File: src/rtl/fetch_unit.sv
// rtl/fetch_unit.sv - RV32i instruction fetch stage: PC, credit-limited IMEM requests, instruction buffer, redirect flush
module fetch_unit #(
    parameter logic [31:0] RESET_PC  = 32'h0000_0000,
    parameter int          BUF_DEPTH = 3
) (
    input  logic        CLK,
    input  logic        RST,
    output logic        IMEM_Req_Valid,
    input  logic        IMEM_Req_Ready,
    output logic [31:0] IMEM_Req_Addr,
    input  logic        IMEM_Resp_Valid,
    input  logic [31:0] IMEM_Resp_Data,
    input  logic        Redirect_En,
    input  logic [31:0] Redirect_Target,
    output logic        IF_Valid,
    input  logic        ID_Ready,
    output logic [31:0] IF_Instr,
    output logic [31:0] IF_PC,
    output logic [31:0] IF_PC4
);

    localparam int CW = $clog2(BUF_DEPTH + 1);
    localparam int PW = (BUF_DEPTH > 1) ? $clog2(BUF_DEPTH) : 1;
    localparam logic [CW:0]   DEPTH_W  = (CW + 1)'(BUF_DEPTH);
    localparam logic [PW-1:0] LAST_IDX = PW'(BUF_DEPTH - 1);

    logic [31:0]   r_pc;
    logic [31:0]   r_resp_pc;
    logic [CW-1:0] r_inflight;
    logic [CW-1:0] r_drop;
    logic [CW-1:0] r_count;
    logic [PW-1:0] r_head;
    logic [PW-1:0] r_tail;
    logic [31:0]   r_buf_instr [BUF_DEPTH];
    logic [31:0]   r_buf_pc    [BUF_DEPTH];

    logic [31:0]   w_target;
    logic [CW:0]   w_credits_used;
    logic          w_req_valid;
    logic          w_fire;
    logic          w_discard;
    logic          w_push;
    logic          w_pop;
    logic [PW-1:0] w_head_nxt;
    logic [PW-1:0] w_tail_nxt;

    assign w_target       = Redirect_Target & ~32'h0000_0003;
    // Outstanding requests plus buffered entries may never exceed the buffer size.
    assign w_credits_used = {1'b0, r_inflight} + {1'b0, r_count};
    assign w_req_valid    = !RST && !Redirect_En && (w_credits_used < DEPTH_W);
    assign w_fire         = w_req_valid && IMEM_Req_Ready;
    assign w_discard      = (r_drop != '0) || Redirect_En;
    assign w_push         = IMEM_Resp_Valid && !w_discard;
    assign w_pop          = (r_count != '0) && ID_Ready && !Redirect_En;
    assign w_head_nxt     = (r_head == LAST_IDX) ? '0 : r_head + 1'b1;
    assign w_tail_nxt     = (r_tail == LAST_IDX) ? '0 : r_tail + 1'b1;

    assign IMEM_Req_Valid = w_req_valid;
    assign IMEM_Req_Addr  = r_pc;
    assign IF_Valid       = (r_count != '0);
    assign IF_Instr       = r_buf_instr[r_head];
    assign IF_PC          = r_buf_pc[r_head];
    assign IF_PC4         = IF_PC + 32'd4;

    always_ff @(posedge CLK or posedge RST) begin
        if (RST) begin
            r_pc       <= RESET_PC;
            r_resp_pc  <= RESET_PC;
            r_inflight <= '0;
            r_drop     <= '0;
            r_count    <= '0;
            r_head     <= '0;
            r_tail     <= '0;
        end else begin
            r_inflight <= r_inflight + CW'(w_fire) - CW'(IMEM_Resp_Valid);
            if (Redirect_En) begin
                r_pc      <= w_target;
                r_resp_pc <= w_target;
                r_count   <= '0;
                r_head    <= '0;
                r_tail    <= '0;
                // A response landing in the redirect cycle is already discarded here.
                r_drop    <= r_inflight - CW'(IMEM_Resp_Valid);
            end else begin
                if (w_fire) begin
                    r_pc <= r_pc + 32'd4;
                end
                if (w_push) begin
                    r_resp_pc <= r_resp_pc + 32'd4;
                    r_tail    <= w_tail_nxt;
                end
                if (w_pop) begin
                    r_head <= w_head_nxt;
                end
                r_count <= r_count + CW'(w_push) - CW'(w_pop);
                if (IMEM_Resp_Valid && (r_drop != '0)) begin
                    r_drop <= r_drop - 1'b1;
                end
            end
        end
    end

    always_ff @(posedge CLK or posedge RST) begin
        if (RST) begin
            for (int i = 0; i < BUF_DEPTH; i++) begin
                r_buf_instr[i] <= '0;
                r_buf_pc[i]    <= '0;
            end
        end else if (w_push) begin
            r_buf_instr[r_tail] <= IMEM_Resp_Data;
            r_buf_pc[r_tail]    <= r_resp_pc;
        end
    end

endmodule

File: config.mk
export PLATFORM = sky130hd
export DESIGN_NAME = fetch_unit
export DESIGN_NICKNAME = d
export VERILOG_FILES = /design/src/rtl/fetch_unit.sv
export SDC_FILE = /design/constraint.sdc
export NUM_CORES = 1
export LEC_CHECK = 0
export ABC_AREA = 1
export BUFFER_PORTS_ARGS = -buffer_cell sky130_fd_sc_hd__buf_2
export CAP_MARGIN = 20
export CORE_MARGIN = 5
export CORE_UTILIZATION = 45
export DETAILED_ROUTE_END_ITERATION = 8
export PLACE_DENSITY = 0.76
export SYNTH_ARGS = -nofsm -noshare
export SYNTH_HDL_FRONTEND = slang
export SYNTH_SLANG_ARGS = --single-unit
export TNS_END_PERCENT = 50
File: constraint.sdc
create_clock -name CLK -period 11.7 [get_ports CLK]
set_input_delay 2.925 -clock CLK [delete_from_list [all_inputs] [get_ports CLK]]
set_output_delay 2.925 -clock CLK [all_outputs]
set_load 0.01 [all_outputs]
After elaboration in Yosys (flattened, before gate mapping) --
Index checks and enable logic that the tools add are counted.
Storage, ports and cells: word-level logic and storage cells 74, input port bits 70, register bits after elaboration 266
Operators by class: magnitude comparators 4, reduce and logical (&&, ||, !) cells 18, equal/unequal tests 2, mux-type cells 23, add/subtract/negate cells 12, bitwise logic cells 2
Operator list (count):
- 32-bit two-way mux | 9
- 96-bit bitwise mux | 2
- 32-bit binary-select mux with 2-bit select | 2
- 32-bit by 3-bit adder with 32-bit output, second input constant | 3
- 32-bit demux with 2-bit select | 1
- 2-bit two-way mux | 9
- 2-bit nonzero test | 6
- 1-bit logical AND | 8
- 3-bit >= comparator, second input constant | 2
- 2-bit NOT with 3-bit output | 2
- 2-bit by 1-bit subtractor with 2-bit output | 3
- 2-bit by 1-bit adder with 2-bit output | 2
- 2-bit by 1-bit adder with 2-bit output, second input constant | 2
- 2-bit equality test, second input constant | 2
- 2-bit by 2-bit adder with 3-bit output | 1
- 1-bit logical NOT | 3
- 3-bit by 1-bit less-than comparator with 1-bit output, second input constant | 1
- 3-bit by 2-bit less-than comparator with 1-bit output, second input constant | 1
- 2-bit by 1-bit subtractor with 2-bit output, second input constant | 1
- 1-bit logical OR | 1

Logic depth before layout (Yosys ltp) --
Gate-level depths: netlist of run 1.
depth after elaboration 7, depth in mapped cells 14

Worst setup path after synthesis of run 1 --
Ideal clock, no wire load.
path kind input-to-output, from input port Redirect_En, to output port IMEM_Req_Valid, arrival 3.289 ns, data required time 8.775 ns, buffers on the path 1, stages on the path 2, slack 5.486 ns, cell sequence buf_2 nor2_1
On the way: longest elaborated chain between the ends 3
RTL lines:
- start, declared | RTL line 13 | input logic Redirect_En,
- 1-bit logical NOT | RTL line 50 | assign w_req_valid = !RST && !Redirect_En && (w_credits_used < DEPTH_W);
- 1-bit logical AND (2 in a row) | RTL line 50
- end, declared | RTL line 8 | output logic IMEM_Req_Valid,
Every way passes these cells.

Final worst setup path of run 1 --
Ends and elaborated chain as after synthesis.

==> results of run 1 <==
per-layer routing:
metal | track usage [%] | wire [µm]
met1 | 31.6 | 16500
met2 | 33.2 | 16300
met3 | 3.40 | 3290
met4 | 4.61 | 537
met5 | 0 | 0
cells in the final DEF, fill, tap and decap left out, types with 9 or more instances in the layout:
cell,count
nor2_4,10
buf_4,10
nor2_1,93
buf_2,191
nor3_1,13
clkbuf_16,28
xnor2_1,9
inv_1,152
o211ai_1,18
nor2_2,17
xor2_1,35
a21oi_1,16
nand3_2,30
o21ai_0,223
nand2_2,11
nand2_1,571
dfrtp_1,256
nand3_1,133
ha_1,10
a22oi_1,31
power groups by stage:
stage	clock network, mW	registers (mW)	logic, mW
floorplan	0	1.32	0.752
global placement	0	1.34	1.12
detailed placement	0	1.35	1.15
CTS	0.888	1.34	1.15
global route	0.927	1.38	1.29
finish	0.872	1.35	1.15
metrics by stage:
stage	hold WS (ps)	instance area (µm²)	util [%]	setup WS [ps]
detailed placement	473	14700	49.5	4900
finish	485	15700	52.9	4900
CTS	487	15600	52.6	4900
floorplan	453	13600	-	1730
global placement	465	14700	49.5	4930
global route	501	15700	52.9	4810
sequential cells by signal (all words and copies together) (netlist names):
signal         count
r_buf_instr       96
r_inflight         2
r_drop             2
r_resp_pc         30
r_buf_pc          90
r_head             2
r_count            2
r_tail             2
IMEM_Req_Addr     30
worst max-delay path: stages:
cell and delay, ps:
buf_2 630, nor2_1 140, buf_2 180
worst max-delay path by stage:
| stage | start | end | slack [ps] |
|---|---|---|---|
| floorplan | RST | IMEM_Req_Addr[10] | 1730 |
| global placement | Redirect_En | IMEM_Req_Valid | 4930 |
| detailed placement | Redirect_En | IMEM_Req_Valid | 4900 |
| CTS | Redirect_En | IMEM_Req_Valid | 4900 |
| global route | Redirect_En | IMEM_Req_Valid | 4810 |
| finish | Redirect_En | IMEM_Req_Valid | 4900 |
layout make-up:
| type | count | area, µm² |
|---|---|---|
| Fill cell | 2857 | 14000 |
| Clock buffer | 41 | 800 |
| Sequential cell | 256 | 6410 |
| Timing Repair Buffer | 204 | 1110 |
| Clock inverter | 9 | 118 |
| Multi-Input combinational cell | 1258 | 6200 |
| Inverter | 157 | 597 |
| Tap cell | 390 | 488 |
cells by family after synthesis:
| kind of cell | count (synthesis) |
|---|---|
| xor gates and xnor gates | 44 |
| adders and majority gates | 11 |
| other | 1 |
| AOI/OAI and AO/OA | 301 |
| buffers and inverters | 241 |
| DFF | 256 |
| and+or+nand+nor | 896 |
==> results.toml, run 1 <==
[status]
outcome = "complete, no violations"

[power_and_ir_drop]
total_power_mw = 3.36
clock_power_share_pct = 25.9
p_per_area_nw_per_um2 = 214
power.switching_mw = 1.27
p_leak_nw = 7.80
p_int_mw = 2.09
power_frac_seq_pct = 40.0
p_sw_share_pct = 37.8
power_frac_comb_pct = 34.1
vdd_ir_drop_max_mv = 0.127

[synthesis]
yosys.area.top_type = "dfrtp_1"
yosys_warnings = 0
synth-compound-area-share_pct = 12.2
synthTopCellsByArea = "dfrtp_1 47%, nand2_1 16%, o21ai_0 8.2%"
ys_ff_latch = 256
synth_common_cells = "571 x nand2_1, 256 x dfrtp_1, 223 x o21ai_0"
synthAdderAreaFrac_pct = 1.07
ys_types = 40
ys_async_sr_fraction_pct = 100
synth_edf_count = 0
yosysMostFrequentCell = "nand2_1"
syn_area_um2 = 13600
synth_top_family_by_area = "simple AND/OR/NAND/NOR gates"
synthFlopType = "dfrtp_1"
yosysTopAreaCellShare_pct = 47.2
synth-simple-area-share_pct = 29.2
synthMuxAreaShare_pct = 0
syn_avg_cell_area_um2 = 7.76
synthCells = 1750
synth.yosys.seq_area_share_pct = 47.2
synthXorXnorAreaFrac_pct = 2.84

[placed_design]
dp_cells = 2262
gp_congestion = 0.939
io_buffers = 191
place_hpwl_um = 24700

[clocking]
htree_levels = 1
cts_resized = 0
clock_latency_ps = 550
cts_made_buffers = 28
cts_tree = "built"
cts_root_buf = "clkbuf_16"
cts_setup_buffers = 0
path_clk_slew_ps = 60
clkSinkCount = 256
cts-hold-fix-buffers = 0
clock_path_buffers = 3

[min_path]
holdCritStartpoint = "r_buf_instr[18]"
hold-path-endpoint = "r_buf_instr[18]"
hp-class = "reg2reg"
hold_path_depth = 2

[drt]
vias_per_cell = 5.32
num_vias = 12326
drt_iter0_markers = 1252
first_pass_iters = 5
wl_per_cell_um = 15.8
totalWireLength_um = 36600
ant_nets = 0
post-route-drc-count = 0

[worst_setup_path]
end_kind = "output pin"
r2r_cells = 12
timing.rr.start = "r_inflight[0]"
startpoint_type = "primary input"
crit_fanout = 45
cp.required_ps = 8780
arrival_ps = 3880
r2r_slack_ps = 8140
worstSetupPathType = "in2out"
worstReg2RegEnd = "IMEM_Req_Addr[26]"

[sta]
finalSetupViolCount = 0
hold_viol = 0
timing.final.crit_share_pct = 58.1
setup-tns-final_ps = 0
skew_ps = 11.1
worst_pin_slew_ps = 1090
slew_viol_final = 0
rsz0062_at_grt = "no"
fin_crit_ps = 6800
relSlewSlack_pct = 27.2
max_freq_mhz = 147

[cells_and_area]
diodes = 0
syn2layout_area_growth_pct = 15.8
final_cells = 2315
nNetsFinal = 1986
drive_above_1_share_pct = 17.0

[floorplanning]
fp-row-count = 63
die_h_um = 184
core_um2 = 29700
start_util_pct = 45.7
die_x_um = 184
dieArea_um2 = 33700
ios = 200

[global_routing]
antenna_found_initial = 0
grt_pass1_wl_um = 60000
grt_max_degree = 126
grt_pass1_vias = 11786
globalRouteOverflowTotal = 0
grt_usage_pct = 21.3

[run]
cap_viol_max_count = 0
Note: power is estimated with default switching activity, not from simulation.
==> run 2, diff against run 1 <==
clock period = 6.45 ns   (was 11.7 ns; I/O delays follow)
==> results.toml, run 2 (synthesis gave the netlist of run 1 again) <==
[floorplanning]
die_x_um = 184
dieArea_um2 = 33700
die_h_um = 184
start_util_pct = 45.7
fp-row-count = 63
core_um2 = 29700
ios = 200

[run]
cap_viol_max_count = 0

[status]
outcome = "complete, no violations"

[drt]
ant_nets = 0
wl_per_cell_um = 16.0
num_vias = 12316
first_pass_iters = 5
totalWireLength_um = 37100
post-route-drc-count = 0
vias_per_cell = 5.32
drt_iter0_markers = 1132

[worst_setup_path]
r2r_cells = 12
timing.rr.start = "r_inflight[0]"
r2r_slack_ps = 2810
startpoint_type = "flip-flop"
crit_fanout = 53
arrival_ps = 3570
end_kind = "output pin"
worstReg2RegEnd = "IMEM_Req_Addr[25]"
cp.required_ps = 4840
worstSetupPathType = "reg2out"

[min_path]
holdCritStartpoint = "r_buf_instr[44]"
hold-path-endpoint = "r_buf_instr[44]"
hp-class = "reg2reg"
hold_path_depth = 2

[global_routing]
grt_max_degree = 207
grt_usage_pct = 21.3
globalRouteOverflowTotal = 0
grt_pass1_vias = 11606
grt_pass1_wl_um = 59800
antenna_found_initial = 0

[placed_design]
gp_congestion = 0.949
place_hpwl_um = 24800
io_buffers = 191

[cells_and_area]
final_cell_mix = "571 x nand2_1, 256 x dfrtp_1, 223 x o21ai_0"
drive_above_1_share_pct = 17.2
multiInputGateArea_um2 = 6200
seqCellArea_um2 = 6410
syn2layout_area_growth_pct = 15.9
largest_register_ffs = 96
nNetsFinal = 1989
final_common_cell = "nand2_1"
max_flop_register = "r_buf_instr"
reg.largest.list = "r_buf_instr x96, r_buf_pc x90"
diodes = 0
fill_cells = 2780

[sta]
fin_crit_ps = 5180
worst_pin_slew_ps = 1090
rsz0062_at_grt = "no"
holdWs_ps = 481
max_freq_mhz = 193
setup-tns-final_ps = 0
relSlewSlack_pct = 27.2
hold_viol = 0
finalSetupViolCount = 0
slew_viol_final = 0
timing.final.crit_share_pct = 80.4
skew_ps = 11.1

[clocking]
cts_setup_buffers = 0
clock_path_buffers = 3
cts_root_buf = "clkbuf_16"
path_clk_slew_ps = 60
clock_latency_ps = 540
cts_resized = 0
cts-hold-fix-buffers = 0
cts_tree = "built"
htree_levels = 1
clkSinkCount = 256
cts_made_buffers = 29

[power_and_ir_drop]
p_per_area_nw_per_um2 = 390
vdd_ir_drop_max_mv = 0.202
p_leak_nw = 7.81
## run 2: changes by cell type in the layout (fill, tap and decap cells not counted)
| cell | previous run | this run |
|---|---|---|
| buf_4 | 10 | 11 |
| inv_8 | 1 | 0 |
| buf_16 | 3 | 1 |
| clkbuf_1 | 8 | 4 |
| clkbuf_16 | 28 | 29 |
| buf_12 | 0 | 3 |
| clkbuf_8 | 5 | 4 |
| clkinv_8 | 1 | 0 |
| clkinv_2 | 2 | 4 |
| clkinv_4 | 0 | 2 |
## run 2: area by class of cell
cell class,count,area share (%)
flip-flops and latches,256,40.7
multi-input cells,1258,39.4
repair buffers,206,7.16
clock buffers,37,5.06
inverters,157,3.77
well taps,390,3.10
clock inverters,11,0.771
## run 2: through the flow
| step | cell area, µm² | setup WS, ps | cells | total power, mW | utilization [%] |
|---|---|---|---|---|---|
| after floorplan | 13600 | 1470 | 1755 | 3.76 | - |
| after global placement | 14800 | 1820 | 2265 | 4.47 | 49.7 |
| after detailed placement | 14800 | 1740 | 2265 | 4.55 | 49.7 |
| after CTS | 15700 | 1270 | 2313 | 6.16 | 52.8 |
| after global routing | 15700 | 1080 | 2315 | 6.55 | 52.9 |
| final | 15700 | 1270 | 2315 | 6.13 | 52.9 |
## run 2: how the worst max path moves through the flow
stage	startpoint	endpoint	slack (ps)	cells past startpoint
after floorplan	RST	IMEM_Req_Addr[10]	1470	1
final	r_head[1]	IF_PC4[16]	1270	9
after detailed placement	Redirect_En	IMEM_Req_Addr[15]	1740	8
after CTS	r_head[1]	IF_PC4[16]	1270	9
after global placement	Redirect_En	IMEM_Req_Addr[27]	1820	9
after global routing	r_head[1]	IF_PC4[16]	1080	9
## run 2: routing by layer
| layer | wire [µm] | global-route usage (%) |
|---|---|---|
| met5 | 0 | 0 |
| met3 | 3450 | 4.16 |
| met4 | 708 | 4.79 |
| met1 | 16800 | 31.7 |
| met2 | 16100 | 32.5 |
## run 2: power by group
group | switching (mW) | leakage [nW] | internal, mW | total [mW]
combinational | 1.34 | 4.03 | 0.753 | 2.10
sequential | 0.334 | 3.33 | 2.11 | 2.45
clock | 0.642 | 0.448 | 0.943 | 1.59
## run 2: critical path, cell delays in order, from the launching register on
cell	delay [ps]
dfrtp_1	650
nor2_4	410
buf_4	620
nand2_1	140
nand3_2	210
nand3_2	220
nor2_2	280
nand3_1	130
xnor2_1	190
buf_2	160
